### src/rtl/multi_debounce_fsm_if.sv
`default_nettype none
// ============================================================================
// Module   : multi_debounce_fsm_if
// Brief    : Bus bundle between raw-pin debouncer and its control-side user.
// Revision : 1.0 - initial release
// ============================================================================
interface multi_debounce_fsm_if #(
  parameter int NUM_CHANNELS           = 8,
  parameter int DEBOUNCE_COUNTER_WIDTH = 16
);
  logic [DEBOUNCE_COUNTER_WIDTH-1:0] i_debounce_counter;
  logic [NUM_CHANNELS-1:0]           i_bouncing_signal;
  logic [NUM_CHANNELS-1:0]           o_debounced_signal;
  logic [NUM_CHANNELS-1:0]           o_rise_pulse;
  logic [NUM_CHANNELS-1:0]           o_fall_pulse;
  logic [NUM_CHANNELS-1:0]           o_busy;

  modport master (
    output i_debounce_counter,
    output i_bouncing_signal,
    input  o_debounced_signal,
    input  o_rise_pulse,
    input  o_fall_pulse,
    input  o_busy
  );

  modport slave (
    input  i_debounce_counter,
    input  i_bouncing_signal,
    output o_debounced_signal,
    output o_rise_pulse,
    output o_fall_pulse,
    output o_busy
  );
endinterface
`default_nettype wire

### src/rtl/multi_debounce_fsm.sv
`default_nettype none
// ============================================================================
// Module   : multi_debounce_fsm
// Brief    : NUM_CHANNELS independent debounce FSMs sharing one live limit K.
//            Edge pulses exist only when DEBOUNCE_EDGE_PULSE_EN is defined.
// Revision : 1.0 - initial release
// ============================================================================
module multi_debounce_fsm #(
  parameter int   NUM_CHANNELS           = 8,
  parameter int   DEBOUNCE_COUNTER_WIDTH = 16,
  parameter int   SYNC_STAGES            = 2,
  parameter logic RESET_LEVEL            = 1'b0
) (
  input  wire logic           i_clock,
  input  wire logic           i_reset,
  multi_debounce_fsm_if.slave dbn_if
);

  typedef enum logic [1:0] {
    STABLE_LOW  = 2'd0,
    STABLE_HIGH = 2'd1,
    SETTLING    = 2'd2
  } state_e;

  localparam logic [DEBOUNCE_COUNTER_WIDTH-1:0] C_CNT_MAX = '1;
  localparam state_e C_RESET_STATE = RESET_LEVEL ? STABLE_HIGH : STABLE_LOW;

  logic [NUM_CHANNELS-1:0] w_debounced;
  logic [NUM_CHANNELS-1:0] w_rise;
  logic [NUM_CHANNELS-1:0] w_fall;
  logic [NUM_CHANNELS-1:0] w_busy;

  for (genvar ch = 0; ch < NUM_CHANNELS; ch++) begin : g_channel
    logic [SYNC_STAGES-1:0]            sync_q;
    logic                              w_s;
    state_e                            state_q, state_d;
    logic [DEBOUNCE_COUNTER_WIDTH-1:0] cnt_q, cnt_d;
    logic                              lvl_q, lvl_d;

    always_ff @(posedge i_clock or posedge i_reset) begin
      if (i_reset) begin
        sync_q <= {SYNC_STAGES{RESET_LEVEL}};
      end else begin
        sync_q <= {sync_q[SYNC_STAGES-2:0], dbn_if.i_bouncing_signal[ch]};
      end
    end

    assign w_s = sync_q[SYNC_STAGES-1];

    always_ff @(posedge i_clock or posedge i_reset) begin
      if (i_reset) begin
        state_q <= C_RESET_STATE;
        cnt_q   <= '0;
        lvl_q   <= RESET_LEVEL;
      end else begin
        state_q <= state_d;
        cnt_q   <= cnt_d;
        lvl_q   <= lvl_d;
      end
    end

    // Limit is compared with >= so a lowered K finishes an ongoing settle at once.
    always_comb begin
      state_d = state_q;
      cnt_d   = cnt_q;
      lvl_d   = lvl_q;
      case (state_q)
        STABLE_LOW, STABLE_HIGH: begin
          if (w_s != lvl_q) begin
            state_d = SETTLING;
            cnt_d   = '0;
          end
        end
        SETTLING: begin
          if (w_s == lvl_q) begin
            state_d = lvl_q ? STABLE_HIGH : STABLE_LOW;
            cnt_d   = '0;
          end else if (cnt_q >= dbn_if.i_debounce_counter) begin
            state_d = w_s ? STABLE_HIGH : STABLE_LOW;
            lvl_d   = w_s;
            cnt_d   = '0;
          end else if (cnt_q != C_CNT_MAX) begin
            cnt_d = cnt_q + 1'b1;
          end
        end
        default: begin
          state_d = lvl_q ? STABLE_HIGH : STABLE_LOW;
          cnt_d   = '0;
        end
      endcase
    end

    assign w_debounced[ch] = lvl_q;
    assign w_busy[ch]      = (state_q == SETTLING);

`ifdef DEBOUNCE_EDGE_PULSE_EN
    logic rise_q;
    logic fall_q;

    always_ff @(posedge i_clock or posedge i_reset) begin
      if (i_reset) begin
        rise_q <= 1'b0;
        fall_q <= 1'b0;
      end else begin
        rise_q <= lvl_d & ~lvl_q;
        fall_q <= ~lvl_d & lvl_q;
      end
    end

    assign w_rise[ch] = rise_q;
    assign w_fall[ch] = fall_q;
`else
    assign w_rise[ch] = 1'b0;
    assign w_fall[ch] = 1'b0;
`endif
  end

  assign dbn_if.o_debounced_signal = w_debounced;
  assign dbn_if.o_rise_pulse       = w_rise;
  assign dbn_if.o_fall_pulse       = w_fall;
  assign dbn_if.o_busy             = w_busy;

endmodule
`default_nettype wire

### src/flat_wrapper.sv
// flat-port wrapper written by rule: the top's interface ports become plain ports
module multi_debounce_fsm_flat 
#(
  parameter int   NUM_CHANNELS           = 8,
  parameter int   DEBOUNCE_COUNTER_WIDTH = 16,
  parameter int   SYNC_STAGES            = 2,
  parameter logic RESET_LEVEL            = 1'b0
)
  (i_clock, i_reset, dbn_if_i_debounce_counter, dbn_if_i_bouncing_signal, dbn_if_o_debounced_signal, dbn_if_o_rise_pulse, dbn_if_o_fall_pulse, dbn_if_o_busy);
  multi_debounce_fsm_if #(.NUM_CHANNELS(NUM_CHANNELS), .DEBOUNCE_COUNTER_WIDTH(DEBOUNCE_COUNTER_WIDTH)) dbn_if_i ();
  input  wire logic i_clock;
  input  wire logic i_reset;
  input wire logic [$bits(dbn_if_i.i_debounce_counter)-1:0] dbn_if_i_debounce_counter;
  input wire logic [$bits(dbn_if_i.i_bouncing_signal)-1:0] dbn_if_i_bouncing_signal;
  output wire logic [$bits(dbn_if_i.o_debounced_signal)-1:0] dbn_if_o_debounced_signal;
  output wire logic [$bits(dbn_if_i.o_rise_pulse)-1:0] dbn_if_o_rise_pulse;
  output wire logic [$bits(dbn_if_i.o_fall_pulse)-1:0] dbn_if_o_fall_pulse;
  output wire logic [$bits(dbn_if_i.o_busy)-1:0] dbn_if_o_busy;
  assign dbn_if_i.i_debounce_counter = dbn_if_i_debounce_counter;
  assign dbn_if_i.i_bouncing_signal = dbn_if_i_bouncing_signal;
  assign dbn_if_o_debounced_signal = dbn_if_i.o_debounced_signal;
  assign dbn_if_o_rise_pulse = dbn_if_i.o_rise_pulse;
  assign dbn_if_o_fall_pulse = dbn_if_i.o_fall_pulse;
  assign dbn_if_o_busy = dbn_if_i.o_busy;
  multi_debounce_fsm #(.NUM_CHANNELS(NUM_CHANNELS), .DEBOUNCE_COUNTER_WIDTH(DEBOUNCE_COUNTER_WIDTH), .SYNC_STAGES(SYNC_STAGES), .RESET_LEVEL(RESET_LEVEL)) u_core (.i_clock(i_clock), .i_reset(i_reset), .dbn_if(dbn_if_i));
endmodule
### config.mk
export PLATFORM = sky130hd
export DESIGN_NAME = multi_debounce_fsm_flat
export DESIGN_NICKNAME = d
export VERILOG_FILES = /design/src/rtl/multi_debounce_fsm_if.sv /design/src/rtl/multi_debounce_fsm.sv /design/src/flat_wrapper.sv
export SDC_FILE = /design/constraint.sdc
export NUM_CORES = 1
export LEC_CHECK = 0
export ABC_AREA = 1
export CAP_MARGIN = 20
export CORE_MARGIN = 1
export CORE_UTILIZATION = 60
export CTS_CLUSTER_SIZE = 14
export DETAILED_ROUTE_END_ITERATION = 8
export PLACE_DENSITY = 0.87
export SLEW_MARGIN = 10
export SYNTH_ARGS = -nofsm -noshare
export SYNTH_HDL_FRONTEND = slang
export SYNTH_SLANG_ARGS = --single-unit
### constraint.sdc
create_clock -name i_clock -period 6.86 [get_ports i_clock]
set_input_delay 1.715 -clock i_clock [delete_from_list [all_inputs] [get_ports i_clock]]
set_output_delay 1.715 -clock i_clock [all_outputs]
set_load 0.02 [all_outputs]
==> metrics, run 1 <==
CP startpoint kind=input port; syn avg cell area=7.197 µm²; Ys Warns=0; worst r2r dst=u_core.g_channel[6].cnt_q[9]; Net Switching=897.7 µW; ys flop type=dfrtp_1; r2r setup slk=4.34 ns; Fin. Hold Viols=0; Min-Delay Path Class=reg -> reg; LEAKAGE=0.007680 µW; Rel. slew slack=0.4279; P&R area growth vs syn=8.499%; Final Core Density=0.6658; DRC viols=0; Sw Ratio=0.3287; hpwl dp=21,960 µm; Seq/Total Area, Yosys=0.3249; global-route wire length before repair=53,480 µm; final slew viol count=0; Clk pwr share=0.373; post-synthesis register bit count=168; hold path start=u_core.g_channel[5].sync_q[0]; Cell Area, Synth=12,940 µm²; Sequential Power Share=0.408; FF-to-FF path depth=8; hold depth=0; via count=11,907; I/O Pins=58; library cells used by synthesis=40; final setup violation count=0; Crit Path Max Fanout=12; Post-Syn Instances=1,798; nets=2,006; IO Port Bufs=41; DIE HEIGHT=148.9 µm; CTS root buf=clkbuf_16; clock-pin slew on the worst setup and hold paths=0.07 ns; # diodes=0; status=completed; Routed wire per std cell=14.87 µm; Placed Cells=2,084; CP required=7.23 ns; critical path capture point type=flop; cts hold-fix bufs=0; Worst-Margin Slew=0.8551 ns; GRT Total Usage=0.3012; GP Congestion=0.8909; DRT Pass-1 Iters=5; Worst VDD drop=168.2 µV; post-cts sizing count=0; grt ovf=0; Setup Fix Bufs, Post-CTS=0; drt total wl=31,470 µm; die width=148.9 µm; Detail Route Antenna Nets=0; pin count of the biggest net entering global routing=74; Clock Sinks=168; skew final=0.008897 ns; worst hold endpoint=u_core.g_channel[5].sync_q[1]; worst r2r src=u_core.g_channel[6].cnt_q[11]; initial drt markers=905; total power=2731 µW; Comb pwr share=0.218; RSZ-0062 raised after global routing=no; Max clock buf depth=2; Clk Latency, worst-skew pair=0.44 ns; minimum clock period=4.212 ns; P per Cell Area=194.5 nW/µm²; share of cells above drive strength 1=0.04183; initial antenna violation count=0; Non-Filler Instances=2,116; Initial Util=0.6136; Crit Path Category=in -> reg; Tcrit/Tclk final=0.6139; asr flop ratio synth=1.000; row cnt=53; critical path arrival=4.59 ns; Internal Power=1834 µW; max frequency=0.2374 GHz; Num CTS Buffers=17; CORE AREA=21,090 µm²; Post-synth EDFFs=0; Setup TNS=0 ns; vias per cell=5.627; TritonCTS clock tree=built; vias in the first global route=11,470; max-cap viol count=0; H-tree levels=4; die area=22,160 µm²
[cells in the mapped netlist, types with 12 or more instances]
| master | n | area share |
|---|---|---|
| nand2_1 | 565 | 0.16 |
| nand4_1 | 52 | 0.025 |
| dfrtp_1 | 168 | 0.32 |
| a21oi_1 | 73 | 0.028 |
| nor2_1 | 196 | 0.057 |
| nand3_1 | 142 | 0.055 |
| nor2_2 | 14 | 0.0068 |
| inv_1 | 200 | 0.058 |
| xnor2_1 | 16 | 0.011 |
| buf_4 | 26 | 0.015 |
| ha_1 | 152 | 0.15 |
| xor2_1 | 55 | 0.037 |
| nor3_1 | 12 | 0.0046 |
| o21ai_0 | 39 | 0.015 |
| or2_2 | 12 | 0.0058 |
[layer usage]
layer | part of all wire | routed length [µm] | vias up | track usage
met5 | 0 | 0 | - | 0
li1 | - | - | 5829 | -
met3 | 0.063 | 1974 | 94 | 0.05046
met2 | 0.48 | 15150 | 457 | 0.5009
met1 | 0.42 | 13190 | 5527 | 0.3763
met4 | 0.037 | 1150 | 0 | 0.1571
[stage by stage]
step | instance area (µm²) | setup WS (ns) | hold slack [ns]
detailed placement | 13420 | 2.270 | 0.3347
CTS | 14040 | 2.707 | 0.3492
global placement | 13420 | 2.408 | 0.3326
global route | 14040 | 2.409 | 0.3580
finish | 14040 | 2.648 | 0.3489
floorplan | 13000 | 0.5983 | 0.3312
[cells by family after synthesis]
family          after synthesis  synth area share
xor+xnor                     71           0.04806
flops                       168            0.3249
compound gates              139           0.06092
other cells                   1         0.0002898
fa+ha+maj                   152            0.1470
buf+inv                     248           0.08519
simple gates               1019            0.3337
[flip-flops by register name, summed over array words and instances (netlist names)]
| signal | flops |
|---|---|
| u_core.g_channel.lvl_q | 8 |
| u_core.g_channel.state_q | 16 |
| u_core.g_channel.cnt_q | 128 |
| u_core.g_channel.sync_q | 16 |
[worst max-delay path, stage by stage]
cell             delay [ns]
clkdlybuf4s50_1        0.41
inv_1                  0.44
ha_1                   0.36
a21oi_1                0.15
o21ai_0                0.08
a21oi_1                0.28
nand3_1                0.24
nor2_1                 0.68
nand2_1                0.12
nand2_1                0.11
[power groups by stage]
stage,sequential (µW),combinational (µW),clock [µW]
final,1110,596,1020
after global routing,1120,668,1070
after CTS,1110,591,1030
after detailed placement,1130,585,0
after global placement,1130,562,0
after floorplan,1110,442,0
[cell usage in the layout, fill, tap and decap left out, types with 2 or more instances in the layout]
| cell type | synthesis | final |
|---|---|---|
| xor2_1 | 55 | 55 |
| clkbuf_16 | 0 | 17 |
| nand3_1 | 142 | 142 |
| nor3_1 | 12 | 12 |
| o31ai_1 | 6 | 6 |
| o21bai_1 | 9 | 9 |
| clkinv_2 | 0 | 2 |
| nor2_4 | 2 | 2 |
| inv_6 | 0 | 2 |
| nand4_1 | 52 | 52 |
| dfrtp_1 | 168 | 168 |
| and2_1 | 2 | 2 |
| clkinv_4 | 0 | 3 |
| nand4_2 | 2 | 2 |
| a21oi_1 | 73 | 73 |
| conb_1 | 1 | 16 |
| o21ai_4 | 2 | 2 |
| xnor2_1 | 16 | 16 |
| nand3_2 | 3 | 3 |
| clkbuf_8 | 0 | 3 |
| ha_1 | 152 | 152 |
| nor4_1 | 4 | 4 |
| inv_1 | 200 | 199 |
| nand3b_1 | 4 | 4 |
| buf_4 | 26 | 2 |
| nand2_2 | 7 | 7 |
| o21ai_0 | 39 | 39 |
| nor2_2 | 14 | 14 |
| or2_2 | 12 | 12 |
| clkdlybuf4s50_1 | 0 | 41 |
| clkbuf_1 | 4 | 2 |
| a31oi_1 | 4 | 4 |
| nand2_1 | 565 | 565 |
| bufinv_16 | 0 | 3 |
| nor2_1 | 196 | 196 |
[cell type report]
cell class | count | area, µm²
Fill cell | 1723 | 7048
Clock inverter | 10 | 142.6
Sequential cell | 168 | 4204
Timing Repair Buffer | 43 | 425.4
Clock buffer | 22 | 474.2
Multi-Input combinational cell | 1397 | 7690
Tap cell | 275 | 344.1
Inverter | 201 | 759.5
[worst max path at each step]
stage / depth (start not counted) / slack [ns] / end / from
finish: 10 / 2.65 / u_core.g_channel[6].cnt_q[9] / dbn_if_i_debounce_counter[13]
global route: 10 / 2.41 / u_core.g_channel[6].cnt_q[14] / dbn_if_i_debounce_counter[13]
CTS: 10 / 2.71 / u_core.g_channel[6].cnt_q[11] / dbn_if_i_debounce_counter[13]
detailed placement: 10 / 2.27 / u_core.g_channel[6].cnt_q[4] / dbn_if_i_debounce_counter[13]
global placement: 10 / 2.41 / u_core.g_channel[6].cnt_q[10] / dbn_if_i_debounce_counter[9]
floorplan: 1 / 0.60 / u_core.g_channel[0].cnt_q[0] / i_reset
Power figures use the tool's default switching activity.
==> inputs of run 2 (changes only) <==
Settings changed: CORE_UTILIZATION 60 to 56, PLACE_DENSITY 0.87 to 0.86.
Clock period 6.86 ns to 3.7 ns, I/O delays scaled along.
==> metrics, run 2 (same netlist as run 1, synthesis figures left out) <==
vias per cell=5.531; Routed wire per std cell=14.48 µm; post-cts sizing count=0; Rel. slew slack=0.5935; r2r setup slk=1.30 ns; GP Congestion=0.8997; hpwl dp=22,080 µm; via count=11,876; Clock Sinks=168; critical path capture point type=flop; pin count of the biggest net entering global routing=78; largest registers=u_core.g_channel.cnt_q x128, u_core.g_channel.state_q x16, u_core.g_channel.sync_q x16; Tcrit/Tclk final=0.8471; Crit Path Category=in -> reg; I/O Pins=58; minimum clock period=3.134 ns; CORE AREA=22,640 µm²; skew final=0.01732 ns; IO Port Bufs=41; Setup Fix Bufs, Post-CTS=0; CP startpoint kind=input port; Detail Route Antenna Nets=0; CP most frequent cell=nand2_1; vias in the first global route=11,394; Setup TNS=0 ns; Initial Util=0.5715; Hold WS=0.3503 ns; family with the most delay on the worst path=simple AND/OR/NAND/NOR gates; most used cells in the layout excluding fill and tap cells=565 x nand2_1, 199 x inv_1, 196 x nor2_1; TritonCTS clock tree=built; final slew viol count=0; H-tree levels=4; Min-Delay Path Class=reg -> reg; CTS root buf=clkbuf_16; Biggest register=u_core.g_channel.cnt_q; final setup violation count=0; clock-pin slew on the worst setup and hold paths=0.07 ns; commonest non-fill, non-tap cell in the layout=nand2_1; initial drt markers=958; worst r2r src=u_core.g_channel[4].cnt_q[1]; LEAKAGE=0.007757 µW; nets=2,026; critical path cell sequence=clkdlybuf4s50_1 > inv_1 > ha_1 > nand2_1 > inv_1 > nand2_1 > nor2_1 > nor2_1 > nand2_1 > nand2_1 > nand2_1 > o21ai_4 > nand2_1 > nand2_1; GRT Total Usage=0.2716; initial antenna violation count=1; CP required=4.08 ns; FF-to-FF path depth=11; worst hold endpoint=u_core.g_channel[5].sync_q[1]; Bufs and invs on worst path=3; drt total wl=31,090 µm; DRC viols=0; DIE HEIGHT=154.0 µm; Crit Path Max Fanout=16; status=completed; die area=23,720 µm²; P&R area growth vs syn=9.631%; max frequency=0.3190 GHz; die width=154.0 µm; max incr delay on CP=0.42 ns; worst r2r dst=u_core.g_channel[4].cnt_q[15]; hold depth=0; share of cells above drive strength 1=0.05320; CP max stage cell=o21ai_4; Fin. Hold Viols=0; row cnt=55; max-cap viol count=0; cts hold-fix bufs=0; Worst-Margin Slew=0.6085 ns; Clk Latency, worst-skew pair=0.45 ns; DRT Pass-1 Iters=6; RSZ-0062 raised after global routing=no; Worst VDD drop=320.8 µV; Max clock buf depth=2; critical path arrival=3.52 ns; hold path start=u_core.g_channel[5].sync_q[0]; P per Cell Area=353.0 nW/µm²; global-route wire length before repair=52,320 µm; Num CTS Buffers=17; number of flip-flops in the largest register=128; grt ovf=0
==> run 2: worst register-to-register path, cell delays in order, from the launching register on <==
cell and delay, ns:
dfrtp_1 0.47, ha_1 0.26, nand3_1 0.15, nor2_2 0.16
nand3_1 0.16, nor2_2 0.19, nand4_2 0.13, nand2_2 0.37
nor2_1 0.09, buf_4 0.18, nand2_1 0.07, nand2_1 0.06
==> run 2: worst max-delay path by stage <==
stage / from / slack (ns) / end / depth (start not counted)
after floorplan: i_reset / 0.63 / u_core.g_channel[0].cnt_q[0] / 1
after detailed placement: dbn_if_i_debounce_counter[15] / 0.22 / u_core.g_channel[2].cnt_q[12] / 10
final: dbn_if_i_debounce_counter[7] / 0.57 / u_core.g_channel[2].cnt_q[7] / 14
after global routing: dbn_if_i_debounce_counter[15] / 0.38 / u_core.g_channel[2].cnt_q[7] / 10
after CTS: dbn_if_i_debounce_counter[15] / 0.65 / u_core.g_channel[2].cnt_q[7] / 10
after global placement: dbn_if_i_debounce_counter[15] / 0.31 / u_core.g_channel[2].cnt_q[12] / 10
==> run 2: stage by stage <==
step / util / instances / power, µW / cell area, µm² / worst slack [ns]
3_3_place_gp: 0.6011 / 2114 / 3189 / 13610 / 0.3061
5_1_grt: 0.6266 / 2147 / 5257 / 14190 / 0.3817
3_5_place_dp: 0.6011 / 2114 / 3243 / 13610 / 0.2176
6_report: 0.6266 / 2147 / 5008 / 14190 / 0.5656
2_1_floorplan: - / 1813 / 2886 / 13000 / 0.6343
4_1_cts: 0.6265 / 2146 / 5023 / 14180 / 0.6524
==> run 2: layer usage <==
layer	up-vias	global-route usage	wire, µm	share of wire
met1	5509	0.3404	13590	0.44
met4	0	0.1262	1074	0.035
met2	403	0.4576	14470	0.47
met3	93	0.04594	1960	0.063
met5	-	0	0	0
li1	5871	-	-	-
==> run 2: power breakdown <==
part / leakage (µW) / switching [µW] / internal, µW
Clock: 0.000278 / 887 / 900
Sequential: 0.00224 / 112 / 1950
Combinational: 0.00524 / 778 / 379
Total: 0.00776 / 1780 / 3230
==> run 2: final cells by class <==
type	instances	area, µm²
fillers	1884	8454
clock inverters	15	148.9
well taps	285	356.6
inverters	201	758.2
clock buffers	17	425.4
diodes	1	2.502
repair buffers	63	600.6
flip-flops and latches	168	4204
multi-input cells	1397	7690
